## config.mk

```make
export PLATFORM = sky130hd
export DESIGN_NAME = csr_unit_flat
export DESIGN_NICKNAME = d
export VERILOG_FILES = /design/src/rtl/csr_unit_if.sv /design/src/rtl/csr_unit.sv /design/src/flat_wrapper.sv
export SDC_FILE = /design/constraint.sdc
export NUM_CORES = 1
export LEC_CHECK = 0
export ABC_AREA = 1
export BUFFER_PORTS_ARGS = -buffer_cell sky130_fd_sc_hd__buf_2
export CAP_MARGIN = 10
export CELL_PAD_IN_SITES_DETAIL_PLACEMENT = 1
export CELL_PAD_IN_SITES_GLOBAL_PLACEMENT = 2
export CORE_ASPECT_RATIO = 0.9
export CORE_MARGIN = 5
export CORE_UTILIZATION = 25
export CTS_CLUSTER_SIZE = 14
export DETAILED_ROUTE_END_ITERATION = 7
export PLACE_DENSITY = 0.82
export SLEW_MARGIN = 5
export SYNTH_ARGS = -nofsm -noshare
export SYNTH_HDL_FRONTEND = slang
export SYNTH_SLANG_ARGS = --single-unit
```

## constraint.sdc

```tcl
create_clock -name clk -period 1.8 [get_ports clk]
set_input_delay 0.18 -clock clk [delete_from_list [all_inputs] [get_ports clk]]
set_output_delay 0.18 -clock clk [all_outputs]
set_load 0.03 [all_outputs]
```

## src/rtl/csr_unit_if.sv

```systemverilog
// csr_unit_if: execute-stage CSR access, retire/trap inputs and CSR status outputs of csr_unit
interface csr_unit_if #(
  parameter int REG_WIDTH = 64,
  parameter int CSR = 12
);
  logic [CSR-1:0] addr;
  logic [REG_WIDTH-1:0] val;
  logic valid;
  logic is_csr;
  logic csr_rw;
  logic csr_rs;
  logic csr_rc;
  logic wr_suppress;
  logic [1:0] priv;
  logic instr_retire;
  logic trap_valid;
  logic [REG_WIDTH-1:0] trap_cause;
  logic [REG_WIDTH-1:0] trap_pc;
  logic [REG_WIDTH-1:0] trap_tval;
  logic [REG_WIDTH-1:0] csr_result;
  logic csr_illegal;
  logic [REG_WIDTH-1:0] mtvec_out;
  logic [REG_WIDTH-1:0] mepc_out;
  modport master (
    output addr, val, valid, is_csr, csr_rw, csr_rs, csr_rc, wr_suppress, priv,
    output instr_retire, trap_valid, trap_cause, trap_pc, trap_tval,
    input csr_result, csr_illegal, mtvec_out, mepc_out
  );
  modport slave (
    input addr, val, valid, is_csr, csr_rw, csr_rs, csr_rc, wr_suppress, priv,
    input instr_retire, trap_valid, trap_cause, trap_pc, trap_tval,
    output csr_result, csr_illegal, mtvec_out, mepc_out
  );
endinterface

```

## src/rtl/csr_unit.sv

```systemverilog
// csr_unit: sparse machine-mode CSR file with masks, privilege/RO checks, trap capture; CSR_COUNTERS_EN adds mcycle/minstret
module csr_unit #(
  parameter int REG_WIDTH = 64,
  parameter int CSR = 12,
  parameter logic [REG_WIDTH-1:0] HART_ID = '0,
  parameter logic [REG_WIDTH-1:0] MTVEC_RESET = '0,
  parameter logic [63:0] MSTATUS_WMASK = 64'h0000_1888
) (
  input logic clk,
  input logic reset,
  csr_unit_if.slave bus
);
  typedef logic [REG_WIDTH-1:0] word_t;
  localparam bit RV32 = REG_WIDTH == 32;
  localparam word_t MS_MASK = word_t'(MSTATUS_WMASK);
  localparam word_t EPC_MASK = ~word_t'(3);
  localparam word_t TVEC_MASK = ~word_t'(2);
  word_t mstatus_q, mstatus_d, mtvec_q, mtvec_d, mscratch_q, mscratch_d;
  word_t mepc_q, mepc_d, mcause_q, mcause_d, mtval_q, mtval_d;
`ifdef CSR_COUNTERS_EN
  logic [63:0] cyc_q, cyc_d, ins_q, ins_d, w64;
`endif
  logic [CSR-1:0] a;
  logic impl, access, wr_try, illegal, wr_en;
  word_t old, wdata;
  assign a = bus.addr;
  assign access = bus.valid & bus.is_csr;
  assign wr_try = bus.csr_rw | ((bus.csr_rs | bus.csr_rc) & ~bus.wr_suppress);
  assign illegal = access & (~impl | (bus.priv < a[9:8]) | (&a[11:10] & wr_try));
  assign wr_en = access & ~illegal & wr_try;
  assign wdata = bus.csr_rw ? bus.val : bus.csr_rs ? (old | bus.val) : (old & ~bus.val);
  assign bus.csr_result = illegal ? '0 : old;
  assign bus.csr_illegal = illegal;
  assign bus.mtvec_out = mtvec_q;
  assign bus.mepc_out = mepc_q;
`ifdef CSR_COUNTERS_EN
  assign w64 = 64'(wdata);
`endif
  // Address decode: current value of the addressed CSR and whether it exists
  always_comb begin
    impl = 1'b1;
    old = '0;
    case (a)
      12'h300: old = mstatus_q;
      12'h305: old = mtvec_q;
      12'h340: old = mscratch_q;
      12'h341: old = mepc_q;
      12'h342: old = mcause_q;
      12'h343: old = mtval_q;
      12'hF14: old = HART_ID;
`ifdef CSR_COUNTERS_EN
      12'hB00, 12'hC00, 12'hC01: old = word_t'(cyc_q);
      12'hB02, 12'hC02: old = word_t'(ins_q);
      12'hB80, 12'hC80, 12'hC81: begin
        old = RV32 ? word_t'(cyc_q[63:32]) : '0;
        impl = RV32;
      end
      12'hB82, 12'hC82: begin
        old = RV32 ? word_t'(ins_q[63:32]) : '0;
        impl = RV32;
      end
`endif
      default: impl = 1'b0;
    endcase
  end
  // Next state: masked CSR writes, traps override the three trap CSRs, counter writes beat increments
  always_comb begin
    mstatus_d = (wr_en && a == 12'h300) ? (wdata & MS_MASK) : mstatus_q;
    mtvec_d = (wr_en && a == 12'h305) ? (wdata & TVEC_MASK) : mtvec_q;
    mscratch_d = (wr_en && a == 12'h340) ? wdata : mscratch_q;
    mepc_d = bus.trap_valid ? (bus.trap_pc & EPC_MASK) : (wr_en && a == 12'h341) ? (wdata & EPC_MASK) : mepc_q;
    mcause_d = bus.trap_valid ? bus.trap_cause : (wr_en && a == 12'h342) ? wdata : mcause_q;
    mtval_d = bus.trap_valid ? bus.trap_tval : (wr_en && a == 12'h343) ? wdata : mtval_q;
`ifdef CSR_COUNTERS_EN
    cyc_d = (wr_en && a == 12'hB00) ? (RV32 ? {cyc_q[63:32], w64[31:0]} : w64) :
            (wr_en && a == 12'hB80) ? {w64[31:0], cyc_q[31:0]} : cyc_q + 64'd1;
    ins_d = (wr_en && a == 12'hB02) ? (RV32 ? {ins_q[63:32], w64[31:0]} : w64) :
            (wr_en && a == 12'hB82) ? {w64[31:0], ins_q[31:0]} : ins_q + {63'd0, bus.instr_retire};
`endif
  end
  // State registers; reset beats every write, trap and increment
  always_ff @(posedge clk) begin
    if (reset) begin
      mstatus_q <= '0;
      mtvec_q <= MTVEC_RESET;
      mscratch_q <= '0;
      mepc_q <= '0;
      mcause_q <= '0;
      mtval_q <= '0;
`ifdef CSR_COUNTERS_EN
      cyc_q <= '0;
      ins_q <= '0;
`endif
    end else begin
      mstatus_q <= mstatus_d;
      mtvec_q <= mtvec_d;
      mscratch_q <= mscratch_d;
      mepc_q <= mepc_d;
      mcause_q <= mcause_d;
      mtval_q <= mtval_d;
`ifdef CSR_COUNTERS_EN
      cyc_q <= cyc_d;
      ins_q <= ins_d;
`endif
    end
  end
endmodule

```

## src/flat_wrapper.sv

```systemverilog
// flat-port wrapper written by rule: the top's interface ports become plain ports
module csr_unit_flat 
#(
  parameter int REG_WIDTH = 64,
  parameter int CSR = 12,
  parameter logic [REG_WIDTH-1:0] HART_ID = '0,
  parameter logic [REG_WIDTH-1:0] MTVEC_RESET = '0,
  parameter logic [63:0] MSTATUS_WMASK = 64'h0000_1888
)
  (clk, reset, bus_addr, bus_val, bus_valid, bus_is_csr, bus_csr_rw, bus_csr_rs, bus_csr_rc, bus_wr_suppress, bus_priv, bus_instr_retire, bus_trap_valid, bus_trap_cause, bus_trap_pc, bus_trap_tval, bus_csr_result, bus_csr_illegal, bus_mtvec_out, bus_mepc_out);
  csr_unit_if #(.REG_WIDTH(REG_WIDTH), .CSR(CSR)) bus_i ();
  input logic clk;
  input logic reset;
  input wire logic [$bits(bus_i.addr)-1:0] bus_addr;
  input wire logic [$bits(bus_i.val)-1:0] bus_val;
  input wire logic [$bits(bus_i.valid)-1:0] bus_valid;
  input wire logic [$bits(bus_i.is_csr)-1:0] bus_is_csr;
  input wire logic [$bits(bus_i.csr_rw)-1:0] bus_csr_rw;
  input wire logic [$bits(bus_i.csr_rs)-1:0] bus_csr_rs;
  input wire logic [$bits(bus_i.csr_rc)-1:0] bus_csr_rc;
  input wire logic [$bits(bus_i.wr_suppress)-1:0] bus_wr_suppress;
  input wire logic [$bits(bus_i.priv)-1:0] bus_priv;
  input wire logic [$bits(bus_i.instr_retire)-1:0] bus_instr_retire;
  input wire logic [$bits(bus_i.trap_valid)-1:0] bus_trap_valid;
  input wire logic [$bits(bus_i.trap_cause)-1:0] bus_trap_cause;
  input wire logic [$bits(bus_i.trap_pc)-1:0] bus_trap_pc;
  input wire logic [$bits(bus_i.trap_tval)-1:0] bus_trap_tval;
  output wire logic [$bits(bus_i.csr_result)-1:0] bus_csr_result;
  output wire logic [$bits(bus_i.csr_illegal)-1:0] bus_csr_illegal;
  output wire logic [$bits(bus_i.mtvec_out)-1:0] bus_mtvec_out;
  output wire logic [$bits(bus_i.mepc_out)-1:0] bus_mepc_out;
  assign bus_i.addr = bus_addr;
  assign bus_i.val = bus_val;
  assign bus_i.valid = bus_valid;
  assign bus_i.is_csr = bus_is_csr;
  assign bus_i.csr_rw = bus_csr_rw;
  assign bus_i.csr_rs = bus_csr_rs;
  assign bus_i.csr_rc = bus_csr_rc;
  assign bus_i.wr_suppress = bus_wr_suppress;
  assign bus_i.priv = bus_priv;
  assign bus_i.instr_retire = bus_instr_retire;
  assign bus_i.trap_valid = bus_trap_valid;
  assign bus_i.trap_cause = bus_trap_cause;
  assign bus_i.trap_pc = bus_trap_pc;
  assign bus_i.trap_tval = bus_trap_tval;
  assign bus_csr_result = bus_i.csr_result;
  assign bus_csr_illegal = bus_i.csr_illegal;
  assign bus_mtvec_out = bus_i.mtvec_out;
  assign bus_mepc_out = bus_i.mepc_out;
  csr_unit #(.REG_WIDTH(REG_WIDTH), .CSR(CSR), .HART_ID(HART_ID), .MTVEC_RESET(MTVEC_RESET), .MSTATUS_WMASK(MSTATUS_WMASK)) u_core (.clk(clk), .reset(reset), .bus(bus_i));
endmodule
```

======== After elaboration in Yosys (flattened, before gate mapping) ========
Index checks and enable logic that the tools add are counted.
storage, ports and cells
  output and inout port bits .............. 193
  logic and storage cells ................. 52
  input port bits ......................... 280
  register bits ........................... 321
cells by class
  eq/ne operators ......................... 7
  muxes and demuxes ....................... 11
  order comparisons ....................... 1
  reductions and logical operators ........ 11
  bitwise logic cells ..................... 16
operators with widths
  cell                  number
  $mux 64               9
  $pmux 64 s6           1
  $eq 12x10->1 const B  6
  $and 64x64->64        1
  $not 64->64           1
  $or 64x64->64         1
  $eq 12x12->1 const B  1
  $reduce_or 7->1       1
  $and 1x1->1           6
  $logic_and 1x1->1     6
  $reduce_bool 2->1     3
  $or 1x1->1            4
  $not 1->1             3
  $lt 2x2->1            1
  $reduce_and 2->1      1
  $mux 1                1

======== Longest topological paths before layout ========
  word-level depth ........................ 13
  mapped depth ............................ 15
  gate-level depth less buffers ........... 14

======== Least setup slack after synthesis ========
OpenSTA, ideal clock, no wires.
  kind .................................... input to output
  from .................................... in bus_addr[8]
  to ...................................... out bus_csr_result[3]
  data required time ...................... 1620 ps
  stages .................................. 10
  path slack .............................. -344 ps
  buffers on the path ..................... 2
  arrival ................................. 1964 ps
  path through ............................ nand2_1 -> inv_1 -> nand2_2 -> nor2_2 -> buf_4 -> buf_2 -> nand2_1 -> o21ai_0 -> nor4_1 -> nor3_1
between the ends
  word-level cells in the longest chain between the ends .. 8
  elaborated cells between the ends (all ways) .. 16
  classes of those cells .................. order compare: 1; eq/ne: 7; mux: 3; bitwise: 4; reduce/logical: 1
ends and longest elaborated chain
  item                                                 RTL line            text
  from (decl)                                          flat_wrapper.sv:14  input wire logic [$bits(bus_i.addr)-1:0] bus_addr;
  $eq 12x12->1 / $eq 12x10->1 (equally long branches)  csr_unit.sv:43      case (a)
  $reduce_or 7->1 (no line)                            -
  $mux 1                                               csr_unit.sv:43
  $not 1->1                                            csr_unit.sv:29      assign illegal = access & (~impl | (bus.priv < a[9:8]) | (&a[11:10] & wr_try));
  $or 1x1->1 (2 in series)                             csr_unit.sv:29
  $and 1x1->1                                          csr_unit.sv:29
  $mux 64 (*)                                          csr_unit.sv:32      assign bus.csr_result = illegal ? '0 : old;
  to (decl)                                            flat_wrapper.sv:28  output wire logic [$bits(bus_i.csr_result)-1:0] bus_csr_result;
Mark *: on every way between the ends. The rest lies on a longest branch, timed or not.

======== Worst setup path after layout ========
  from .................................... in bus_addr[10]
  to ...................................... out bus_csr_result[20]
The elaborated chain is that of the path after synthesis.

==> impl_table.tex <==
\begin{tabular}{lr}
\hline
Metric & Value \\
\hline
\multicolumn{2}{l}{\textbf{Floorplanning}} \\
Die Outline Area & 85860 sq um \\
Site Rows & 98 \\
Core area & 79460 sq um \\
I/O Pins & 473 \\
Initial Utilization & 25.20\% \\
DIE HEIGHT & 278.5 um \\
Horizontal die dimension & 308.3 um \\
\multicolumn{2}{l}{\textbf{Global route}} \\
Aggregate global routing overflow & 0 \\
Antenna violations before repair & 9 \\
First-pass GRT wire length & 164.2 mm \\
Maximum number of pins on one net before global-route repair & 103 \\
Vias in the first global route & 26075 \\
GRT Overall Usage & 24.91\% \\
\multicolumn{2}{l}{\textbf{Logic synthesis}} \\
Number of instances in the synthesized netlist & 3307 \\
Cell with the most instances after synthesis & nand2\_1 \\
Share of synthesized cell area in full adder, half adder and majority cells & 0.06249\% \\
Per-instance average area after synthesis & 6.055 sq um \\
Leading register cell type out of synthesis & dfxtp\_1 \\
Post-synthesis share of cell area spent on and, or, nand and nor gates & 54.20\% \\
Largest family of logic cells by synthesized area & simple AND/OR/NAND/NOR gates \\
Sequential area share after synthesis & 32.09\% \\
Mapped cell area & 20020 sq um \\
Post-synth EDFFs & 0 \\
XOR/XNOR Fraction of Synth Area & 0\% \\
Share of cell area taken by muxes after synthesis & 0\% \\
Total of warnings raised by yosys & 0 \\
Area share of the largest cell type after synthesis & 32.09\% \\
Leading post-synthesis cells by cell area & dfxtp\_1 (32\%), nand2\_1 (18\%), nor2\_1 (13\%), nand3\_1 (9.7\%), nand3b\_1 (5.4\%) \\
Cell accounting for the most synthesized area & dfxtp\_1 \\
Yosys cell types & 38 \\
Async S/R FF share, synth & 0\% \\
FF+latch count, synth & 321 \\
Post-synth top cells & nand2\_1 (974), nor2\_1 (713), nand3\_1 (388) \\
Share of the synthesized area in compound gates (AO/OA/AOI/OAI) & 3.787\% \\
\multicolumn{2}{l}{\textbf{STA}} \\
Period utilization & 116.7\% \\
Post-layout min period & 2.100 ns \\
Count of final max-slew check failures & 0 \\
RSZ-0062 raised after global routing & true \\
Hold Fails Final Rpt & 0 \\
Setup WS post-layout & -0.2998 ns \\
Highest clock frequency the design can meet & 476.2 MHz \\
Hold Worst Slack & 0.01956 ns \\
Transition time of the tightest slew-check pin & 0.7238 ns \\
Max-slew headroom at the worst pin & 51.57\% \\
Layout Skew & 0.01796 ns \\
Finish-stage setup viols & 65 \\
\multicolumn{2}{l}{\textbf{CTS}} \\
Number of sinks driven by the clock tree & 321 \\
Clock buffer depth & 3 \\
CTS tree & yes \\
Clock-pin slew on the worst setup and hold paths & 0.06 ns \\
TritonCTS buffer count & 42 \\
Worst-skew pair later-pin latency & 0.57 ns \\
Maximum level of the CTS H-tree & 2 \\
Master cell of the clock root buffer & clkbuf\_16 \\
\multicolumn{2}{l}{\textbf{Route}} \\
DRC Markers & 0 \\
Count of TritonRoute iterations in the first routing pass & 5 \\
Routed wire per std cell & 21.95 um \\
Iter 0 DRT Violations & 1692 \\
Total wire length & 113.7 mm \\
Mean number of vias per cell & 4.856 \\
Antenna viol nets, final & 0 \\
Overall via count from detail\_route & 25149 \\
\multicolumn{2}{l}{\textbf{Hold path}} \\
Worst hold path depth & 5 \\
Worst-case hold path end point & u\_core.mstatus\_q[3] \\
Worst min path class & in -> reg \\
Hold path start & bus\_val[3] \\
\multicolumn{2}{l}{\textbf{Cells and area}} \\
Combined area of the multi-input logic cells & 12690 sq um \\
Final design area excluding fillers & 31340 sq um \\
Fill cell count & 10120 \\
Final core area utilization & 39.44\% \\
Ratio of cells with drive above 1 in the final layout & 28.11\% \\
Area Growth Syn to Fin & 56.50\% \\
Final net count & 4377 \\
Sequential cell area & 6431 sq um \\
\multicolumn{2}{l}{\textbf{Place}} \\
Half-perimeter wire length of the detailed placement result & 75.03 mm \\
Number of buffers inserted by port buffering & 466 \\
Weighted congestion reported at the end of routability-driven placement & 0.8199 \\
Cell area after placement & 25640 sq um \\
\multicolumn{2}{l}{\textbf{Setup path}} \\
Crit path launch type & input port \\
FF-to-FF Start & u\_core.bus.mtvec\_out[5] \\
Worst-case register-to-register setup slack & 0.30 ns \\
Register-to-Register Path Depth & 10 \\
Required time of the critical path & 1.62 ns \\
Critical-path maximum fanout & 9 \\
FF-to-FF End & u\_core.mscratch\_q[5] \\
Type of the worst setup path & in -> out \\
Arrival time reported for the critical path endpoint & 1.92 ns \\
Worst setup startpoint & bus\_addr[10] \\
Critical Path End Type & output pin \\
\multicolumn{2}{l}{\textbf{Run status}} \\
Violations in the final reports & setup timing \\
Outcome & complete, but fails checks \\
\multicolumn{2}{l}{\textbf{Pwr}} \\
Leakage dissipation & 15.90 nW \\
Cell area power density & 633.1 nW/um\^{}2 \\
Worst IR drop on VDD & 472.1 uV \\
Total power draw & 19.84 mW \\
\multicolumn{2}{l}{\textbf{Job}} \\
Number of maximum-capacitance violations & 0 \\
\hline
\end{tabular}
## sequential cells by signal, summed over array words and instances (netlist names)
| signal | flops |
|---|---|
| u_core.mcause_q | 64 |
| u_core.bus.mtvec_out | 63 |
| u_core.mtval_q | 64 |
| u_core.bus.mepc_out | 62 |
| u_core.mstatus_q | 4 |
| u_core.mscratch_q | 64 |
## worst max-delay path, stage by stage
cell and delay [ns]:
buf_8 0.10, nor2_4 0.11, nand2_4 0.11, nor2_4 0.14
buf_12 0.21, buf_12 0.13, nand2_8 0.05, buf_6 0.13
o211ai_1 0.19, o21ai_1 0.09, or2_1 0.25, inv_2 0.08
buf_6 0.13
## area by class of cell
type	instances	area share (%)
inverters	239	2.979
flip-flops and latches	321	20.52
well taps	1050	4.193
repair buffers	976	27.48
multi-input cells	2516	40.50
clock inverters	4	0.1557
clock buffers	70	4.141
diodes	3	0.02396
## report_power, final
group	total (mW)	internal, mW	switching [mW]
combinational	3.65	1.51	2.14
clock	8.58	5.02	3.56
sequential	7.61	7.42	0.190
total	19.8	13.9	5.89
## cell families (layout without fill, tap and decap cells)
| group | after synthesis | count (layout) |
|---|---|---|
| AND/OR/NAND/NOR | 2379 | 2379 |
| buffers and inverters | 472 | 1289 |
| flip-flops | 321 | 321 |
| AO/OA/AOI/OAI | 133 | 133 |
| adder cells (fa/ha/maj) | 1 | 1 |
| other | 1 | 6 |
## per-stage QoR
stage / cells / setup WS, ns / setup TNS (ns)
6_report: 5179 / -0.2998 / -10.90
5_1_grt: 5178 / -0.3635 / -15.08
4_1_cts: 5158 / -0.1902 / -8.065
3_5_place_dp: 4852 / -0.4195 / -128.95
3_3_place_gp: 4852 / -0.3936 / -111.56
2_1_floorplan: 3309 / -0.1266 / -1.472
## layer usage
| layer | up-vias | wire length (um) | GRT usage [%] |
|---|---|---|---|
| met3 | 215 | 7005 | 4.063 |
| met1 | 12134 | 48210 | 31.18 |
| met2 | 810 | 54040 | 42.90 |
| met5 | - | 47 | 0 |
| li1 | 11982 | - | - |
| met4 | 8 | 4371 | 9.655 |
## worst max path at each step
| stage | slack (ns) | endpoint |
|---|---|---|
| 2_1_floorplan | -0.13 | bus_csr_result[53] |
| 3_5_place_dp | -0.42 | u_core.mcause_q[26] |
| 3_3_place_gp | -0.39 | bus_csr_result[11] |
| 5_1_grt | -0.36 | bus_csr_result[20] |
| 4_1_cts | -0.19 | bus_csr_result[0] |
| 6_report | -0.30 | bus_csr_result[20] |
## repair_timing
item                       4_1_cts  5_1_grt
hold buffers                   189        0
resized for setup              334      101
pin swaps                       37       25
setup buffers                   42       14
cloned                           6        7
hold endpoints to repair       189        0
setup endpoints to repair       65       81
## cell usage in the layout, fill, tap and decap left out, types with 9 or more instances in the layout
cell type	netlist	final
o21bai_1	10	10
inv_2	4	12
o211ai_1	9	9
buf_4	26	203
nand3_1	388	346
nor3b_1	57	56
buf_12	0	86
o21ai_1	35	25
nand3b_1	143	143
buf_6	1	81
dfxtp_1	321	317
nand2_2	5	19
nand2_4	1	10
o21ai_0	57	50
nor2_1	713	619
nand2_1	974	948
o21ai_2	0	17
inv_1	235	217
dlygate4sd3_1	0	189
clkbuf_16	0	50
nor2_2	7	60
buf_2	74	385
buf_8	0	17
nor3b_2	61	62
nand3_2	0	41
nor2_4	4	45
clkbuf_1	102	15
clkbuf_8	0	12
or2_2	11	10
(Power assumes the default switching activity.)
